File: config.mk
export PLATFORM = sky130hd
export DESIGN_NAME = pattern_chk_expect
export DESIGN_NICKNAME = d
export VERILOG_FILES = /design/src/rtl/pattern_chk_pkg.sv /design/src/rtl/pattern_chk_expect.sv
export SDC_FILE = /design/constraint.sdc
export NUM_CORES = 1
export LEC_CHECK = 0
export CAP_MARGIN = 0
export CORE_AREA = 4 4 50 52
export DETAILED_ROUTE_END_ITERATION = 16
export DIE_AREA = 0 0 54 56
export PLACE_DENSITY = 0.95
export RECOVER_POWER = 25
export SYNTH_ARGS = -nofsm -noshare
export SYNTH_HDL_FRONTEND = slang
export SYNTH_SLANG_ARGS = --single-unit
export TNS_END_PERCENT = 30
File: constraint.sdc
create_clock -name vclk -period 3.8
set_clock_uncertainty 0.05 [all_clocks]
set_input_delay 0.76 -clock vclk [all_inputs]
set_output_delay 0.76 -clock vclk [all_outputs]
set_load 0.05 [all_outputs]
File: src/rtl/pattern_chk_pkg.sv
// Shared constants for the video pattern checker: pattern codes, ramp band geometry
// and the lock FSM encoding.
package pattern_chk_pkg;

   localparam logic [7:0] PAT_MOIRE_X = 8'd2;
   localparam logic [7:0] PAT_MOIRE_Y = 8'd3;
   localparam logic [7:0] PAT_RAMP    = 8'd4;

   localparam int BAND_H = 90;
   localparam int BAND_N = 8;
   localparam int BAND_W = $clog2(BAND_N);

   typedef enum logic [1:0] {
      SEARCH  = 2'd0,
      ACQUIRE = 2'd1,
      CHECK   = 2'd2
   } state_e;

   function automatic logic is_checked(input logic [7:0] pat);
      return (pat == PAT_MOIRE_X) || (pat == PAT_MOIRE_Y) || (pat == PAT_RAMP);
   endfunction

endpackage

File: src/rtl/pattern_chk_expect.sv
// Expected pixel generator: maps (x, y, pattern, ramp accumulator) to the RGB value
// the source should be producing. Packed as [2]=blue, [1]=green, [0]=red.
module pattern_chk_expect
   import pattern_chk_pkg::*;
#(
   parameter int B               = 8,
   parameter int X_BITS          = 13,
   parameter int Y_BITS          = 13,
   parameter int FRACTIONAL_BITS = 12
) (
   input  logic [X_BITS-1:0]            x,
   input  logic [Y_BITS-1:0]            y,
   input  logic [7:0]                   pat,
   input  logic [B+FRACTIONAL_BITS-1:0] acc,
   output logic [2:0][B-1:0]            exp_rgb
);

   logic [B-1:0]      level;
   logic [BAND_W-1:0] band;
   logic              in_bands;
   logic              unused_bits;

   assign level       = acc[B+FRACTIONAL_BITS-1 -: B];
   assign unused_bits = ^{x[X_BITS-1:1], acc[FRACTIONAL_BITS-1:0]};

   always_comb begin
      // band = y / BAND_H as a threshold ladder; rows past the last band stay dark
      band = '0;
      for (int k = 1; k < BAND_N; k++)
         if (int'(y) >= k * BAND_H) band = BAND_W'(k);
      in_bands = int'(y) < BAND_N * BAND_H;

      exp_rgb = '0;
      case (pat)
         PAT_MOIRE_X: exp_rgb = {3{{B{x[0]}}}};
         PAT_MOIRE_Y: exp_rgb = {3{{B{y[0]}}}};
         PAT_RAMP: begin
            if (in_bands) begin
               exp_rgb[0] = band[0] ? level : '0;
               exp_rgb[1] = band[1] ? level : '0;
               exp_rgb[2] = band[2] ? level : '0;
            end
         end
         default: exp_rgb = '0;
      endcase
   end

endmodule

Yosys cells after proc, flatten, opt, wreduce, memory -nomap -nowiden
Cells that the tools add are included.
{ "classes": {"order_cmp": 8, "n_eq_ne": 3, "n_mux": 12} }
{ "op_table": {"columns": ["operator", "n"], "rows": [
  ["$pmux W24 S3", 1],
  ["$ge A13 B9 Y1 const B", 3],
  ["$ge A13 B10 Y1 const B", 2],
  ["$mux W24", 1],
  ["$mux W8", 3],
  ["$mux W3", 6],
  ["$eq A8 B2 Y1 const B", 2],
  ["$ge A13 B7 Y1 const B", 1],
  ["$ge A13 B8 Y1 const B", 1],
  ["$lt A13 B10 Y1 const B", 1],
  ["$eq A8 B3 Y1 const B", 1],
  ["$mux W1", 1]
]} }
{ "word_totals": {"reg_bits": 0, "out_inout_bits": 24} }

Longest topological paths before layout
Gate-level depths: netlist (run 1).
{ "logic_depth": {"word_depth": 11, "depth_mapped": 6} }

Worst setup path before layout (run 1)
OpenSTA, ideal clock, no wires.
{ "synth_timing": {"kind": "input port to output port", "start": "input pat[5]", "end": "output exp_rgb[16] (netlist name)", "arrival_ns": 2.380, "required_time_ns": 2.990, "path_slack_ns": 0.610, "stages": 4, "path_buffers": 1, "path_cell_list": "or4_4 > a2111oi_4 > buf_6 > a31o_1"} }
{ "synth_lines": {"columns": ["element", "line_no", "text"], "rows": [
  ["from (decl)", "pattern_chk_expect.sv:13", "input logic [7:0] pat,"],
  ["to (decl)", "pattern_chk_expect.sv:15", "output logic [2:0][B-1:0] exp_rgb"]
]} }

==> impl_metrics.json, run 1 <==
{
  "clock_power_share": 0,
  "holdCritStartpoint": "acc[13]",
  "slew_viol_final": 0,
  "comb_power_share": 1.000,
  "coreArea_um2": 2110,
  "drt-initial-drc-count": 27,
  "place_area_um2": 1360,
  "synth.area.top_cells": "a31o_1 (34%), a2111oi_4 (5.1%), a31o_2 (4.9%), buf_6 (4.2%), nor4_4 (3.9%)",
  "drive_gt1_frac": 0.298,
  "vias": 849,
  "seq_area_frac_synth": 0,
  "powerDensity_nw_per_um2": 52.7,
  "synth_nets": 121,
  "vias_per_cell": 5.70,
  "peakVddDrop_uv": 43.7,
  "synth_cell_type_count": 31,
  "p_sw_uw": 29.9,
  "cp.arrival_ns": 2.82,
  "die_x_um": 54,
  "m1WireLength_um": 801,
  "leakagePower_uw": 0.000476,
  "synth_compound_area_frac": 0.657,
  "multiInputGateArea_um2": 485,
  "drtAntennaViolNets": 0,
  "yosysWarnings": 0,
  "crit_type": "primary input to output port",
  "antenna_found_initial": 0,
  "dp_hpwl_um": 1910,
  "grt_max_degree": 25,
  "rows": 17,
  "cpMaxStageDelayCell": "clkdlybuf4s50_1",
  "post_cts.resized_instances": 0,
  "whs_endpoint": "exp_rgb[17]",
  "place_congestion": 0.815,
  "synth_top_family_by_area": "compound AO/OA/AOI/OAI gates",
  "startpoint": "y[6]",
  "max_freq_mhz": 275,
  "dr_wl_met2_um": 1300,
  "die_h_um": 56,
  "power_frac_seq": 0,
  "min_path_cells": 3,
  "place_ws_ns": 0.166,
  "synth_top_cell_by_area": "a31o_1",
  "swShare": 0.430,
  "p_int_uw": 39.7,
  "wire_per_inst_um": 15.8,
  "rsz0062_at_grt": "no",
  "start_util": 0.257,
  "firstDrtPassIters": 4,
  "insertedDiodeCount": 0,
  "worst_pin_slew_ns": 0.390,
  "yosys.area_share.xor_xnor": 0,
  "numSequentialCells": 0,
  "route.top_layer_used": "met4",
  "critPathRequiredTime_ns": 2.99,
  "fin_util": 0.628,
  "seqCellArea_um2": 0,
  "fin_setup_tns_ns": 0,
  "cts_setup_buffers": 0,
  "grt_pass1_vias": 844,
  "fin_crit_ns": 3.63,
  "slew_headroom": 0.740,
  "cts_hold_buf": 0,
  "avgSynthCellArea_um2": 8.07,
  "timing.critical_path.cells": "clkdlybuf4s50_1, o2111ai_1, and3_1, o32a_1, o22ai_2, a31o_1, buf_12",
  "area_growth_pct": 145,
  "worstHoldPathType": "primary input to output port",
  "worstSetupEndpointType": "output port",
  "wl_um": 2350,
  "grt_pass1_wl_um": 3810,
  "synth_top_area_share": 0.340,
  "nNetsFinal": 177,
  "nClkBuffers": 0,
  "synth_adder_area_share": 0,
  "power_uw": 69.7,
  "synth_mux_area_frac": 0.0185,
  "grt_usage": 0.157,
  "synth_commonest_cells": "a31o_1 (21), nor2_1 (4)",
  "die_area_um2": 3020,
  "max_stage_delay_ns": 0.63,
  "io_pins": 78,
  "overflow": 0,
  "cp-start-kind": "primary input",
  "maxCapViolations": 0,
  "critPathMaxFanout": 10,
  "fin_ws_ns": 0.167,
  "fin_area_um2": 1320,
  "met3_length_um": 236,
  "drc_errors": 0,
  "synthSimpleGateAreaFrac": 0.255,
  "synth_most_common_cell": "a31o_1",
  "final-hold-violation-count": 0,
  "synth_cells": 67,
  "status": "completed",
  "setup_violations": 0,
  "n_fill_cell": 163,
  "synth_area_um2": 541,
  "finalCritPeriodShare": 0.956,
  "io_buffers": 54
}
==> area by class of cell <==
type | count | area share
repair buffers | 59 | 0.606
multi-input cells | 62 | 0.367
well taps | 28 | 0.0265
==> layer usage <==
layer,vias to the layer above,GRT usage
met2,39,0.291
li1,402,-
met1,406,0.178
met5,-,0
met4,0,0.0107
met3,2,0.0456
==> worst max path at each step <==
stage                       end  slack [ns]  cells past startpoint
detailed placement   exp_rgb[1]        0.17                      7
global route         exp_rgb[1]        0.02                      8
floorplan           exp_rgb[16]        0.61                      4
finish               exp_rgb[1]        0.17                      7
CTS                  exp_rgb[1]        0.16                      7
global placement     exp_rgb[7]        0.22                      7
==> worst max-delay path: cells and delay by family <==
kind	cells	cell delay, ns
buffers and inverters	2	0.78
AO/OA/AOI/OAI	4	1.06
AND/OR/NAND/NOR	1	0.21
==> cell usage in the layout (no fill, tap or decap), types with 2 or more instances in the layout <==
| master | n |
|---|---|
| nand2b_1 | 3 |
| nand3_1 | 2 |
| nor3_1 | 2 |
| buf_4 | 4 |
| a21oi_1 | 3 |
| a31o_1 | 21 |
| nor2_1 | 4 |
| buf_12 | 23 |
| a41oi_1 | 2 |
| clkdlybuf4s50_1 | 30 |
| nand2_1 | 3 |
| a31o_2 | 3 |
==> stage by stage <==
stage                     cells  hold WS, ns
after floorplan              67         1.76
after global routing        149         2.31
after global placement      149         2.27
after detailed placement    149         2.29
after CTS                   149         2.29
final                       149         2.30
==> power groups by stage <==
stage | Combinational, µW | Sequential (µW) | Clock (µW)
5_1_grt | 73.7 | 0 | 0
3_5_place_dp | 70.6 | 0 | 0
2_1_floorplan | 21.4 | 0 | 0
4_1_cts | 71.0 | 0 | 0
3_3_place_gp | 67.9 | 0 | 0
6_report | 69.7 | 0 | 0
==> kinds of logic after synthesis <==
family,after synthesis
buf+inv,5
mux,1
simple gates,21
compound gates,40
Note: power is estimated with default switching activity, not from simulation.
==> inputs of run 2 (changes only) <==
--- a/config.mk
+++ b/config.mk
@@ -5,7 +5,7 @@
 export SDC_FILE = /design/constraint.sdc
 export NUM_CORES = 1
 export LEC_CHECK = 0
-export CAP_MARGIN = 0
+export CAP_MARGIN = 20
 export CORE_AREA = 4 4 50 52
 export DETAILED_ROUTE_END_ITERATION = 16
 export DIE_AREA = 0 0 54 56
==> results of run 2 <==
Final layout, timing and power as in run 1 (identical DEF).
==> inputs of run 3 (changes only) <==
--- a/config.mk
+++ b/config.mk
@@ -6,10 +6,10 @@
 export NUM_CORES = 1
 export LEC_CHECK = 0
 export CAP_MARGIN = 20
-export CORE_AREA = 4 4 50 52
+export CORE_AREA = 2 2 50 52
 export DETAILED_ROUTE_END_ITERATION = 16
-export DIE_AREA = 0 0 54 56
-export PLACE_DENSITY = 0.95
+export DIE_AREA = 0 0 52 54
+export PLACE_DENSITY = 0.82
 export RECOVER_POWER = 25
 export SYNTH_ARGS = -nofsm -noshare
 export SYNTH_HDL_FRONTEND = slang
==> constraint.sdc (replaced) <==
create_clock -name vclk -period 3.75
set_clock_uncertainty 0.05 [all_clocks]
set_input_delay 0.75 -clock vclk [all_inputs]
set_output_delay 0.75 -clock vclk [all_outputs]
set_load 0.05 [all_outputs]
==> run 3 against run 2 <==
  * Total power shrank 0.82%
  * Critical path depth unchanged
  * Die area shrank 7.1%
  * Clock-buffer cell count unchanged
  * Worst hold slack lost 0.031 ns
  * Core utilization down 6.9 points
  * Largest power group unchanged
  * Combinational power shrank 0.9%
==> impl_metrics.json, run 3 (synthesis results as in run 1) <==
{
  "seqCellArea_um2": 0,
  "clock_power_share": 0,
  "max_stage_delay_ns": 0.64,
  "grt_usage": 0.160,
  "powerDensity_nw_per_um2": 53.3,
  "grt_pass1_vias": 782,
  "maxCapViolations": 0,
  "wire_per_inst_um": 14.4,
  "p_int_uw": 40.0,
  "fin_setup_tns_ns": 0,
  "most-common-layout-cells": "clkdlybuf4s50_1 (30), a31o_1 (21), buf_12 (21)",
  "worstSetupEndpointType": "output port",
  "overflow": 0,
  "timing.critical_path.cells": "clkdlybuf4s50_1, o2111ai_1, and3_1, o32a_1, o22ai_2, a31o_1, buf_12",
  "firstDrtPassIters": 4,
  "p_sw_uw": 29.1,
  "grt_pass1_wl_um": 3550,
  "die_x_um": 52,
  "hold_ws_ns": 2.27,
  "critPathRequiredTime_ns": 2.95,
  "swShare": 0.422,
  "worstHoldPathType": "primary input to output port",
  "nNetsFinal": 176,
  "coreArea_um2": 2320,
  "leakagePower_uw": 0.000469,
  "start_util": 0.233,
  "fin_crit_ns": 3.62,
  "rsz0062_at_grt": "no",
  "vias": 826,
  "drive_gt1_frac": 0.300,
  "setup_violations": 0,
  "cp.arrival_ns": 2.82,
  "wl_um": 2160,
  "slew_viol_final": 0,
  "io_buffers": 54,
  "insertedDiodeCount": 0,
  "final-hold-violation-count": 0,
  "power_frac_seq": 0,
  "die_h_um": 54,
  "post_cts.resized_instances": 0,
  "grt_max_degree": 25,
  "worst_pin_slew_ns": 0.434,
  "vias_per_cell": 5.51,
  "cp-start-kind": "primary input",
  "crit_type": "primary input to output port",
  "drc_errors": 0,
  "slew_headroom": 0.711,
  "area_growth_pct": 140,
  "place_congestion": 0.800,
  "cp_top_family": "compound AO/OA/AOI/OAI gates",
  "place_ws_ns": 0.127,
  "critPathMaxFanout": 10,
  "n_fill_cell": 206,
  "comb_power_share": 1.000,
  "cpMaxStageDelayCell": "clkdlybuf4s50_1",
  "status": "completed",
  "drt-initial-drc-count": 5,
  "multiInputGateArea_um2": 485,
  "final_common_cell": "clkdlybuf4s50_1",
  "max_freq_mhz": 276,
  "cts_setup_buffers": 0,
  "rows": 18,
  "cts_hold_buf": 0,
  "fin_ws_ns": 0.130,
  "path_buf_inv": 2,
  "nClkBuffers": 0,
  "antenna_found_initial": 0,
  "numSequentialCells": 0,
  "drtAntennaViolNets": 0,
  "io_pins": 78,
  "peakVddDrop_uv": 44.1,
  "finalCritPeriodShare": 0.965,
  "dp_hpwl_um": 1720,
  "die_area_um2": 2810
}
[run 3: changes by cell type in the layout (fill, tap and decap cells not counted), sizes merged]
cell	previous run	this run
buf	27	25
clkbuf	2	3
[run 3: power groups by stage]
stage          Combinational, µW  Clock, µW  Sequential (µW)
2_1_floorplan               21.7          0                0
3_5_place_dp                70.2          0                0
5_1_grt                     74.1          0                0
6_report                    69.1          0                0
4_1_cts                     70.6          0                0
3_3_place_gp                68.4          0                0
[run 3: stage by stage]
stage	util	total power [µW]	area, µm²	instances
finish	0.559	69.1	1300	150
global route	0.559	74.1	1300	150
CTS	0.583	70.6	1350	150
detailed placement	0.583	70.2	1350	150
global placement	0.583	68.4	1350	150
floorplan	-	21.7	541	67
[run 3: worst paths after layout]
check / to / depth (start not counted) / from
worst max-delay path: exp_rgb[1] / 7 / y[6]
worst min-delay path: exp_rgb[9] / 3 / acc[13]
[run 3: area by class of cell]
| type | instances | area share |
|---|---|---|
| timing repair buffer | 58 | 0.597 |
| tap | 30 | 0.0290 |
| multi-input combinational | 62 | 0.375 |
[run 3: layer usage]
layer / wire, µm / global-route usage
met2: 1130 / 0.308
met4: 0 / 0
met5: 0 / 0
met3: 156 / 0.0333
met1: 874 / 0.193
[run 3: worst min-delay path, delay by kind of cell]
kind / cells / cell delay [ns]
AO/OA/AOI/OAI: 1 / 0.22
buffers and inverters: 2 / 0.59
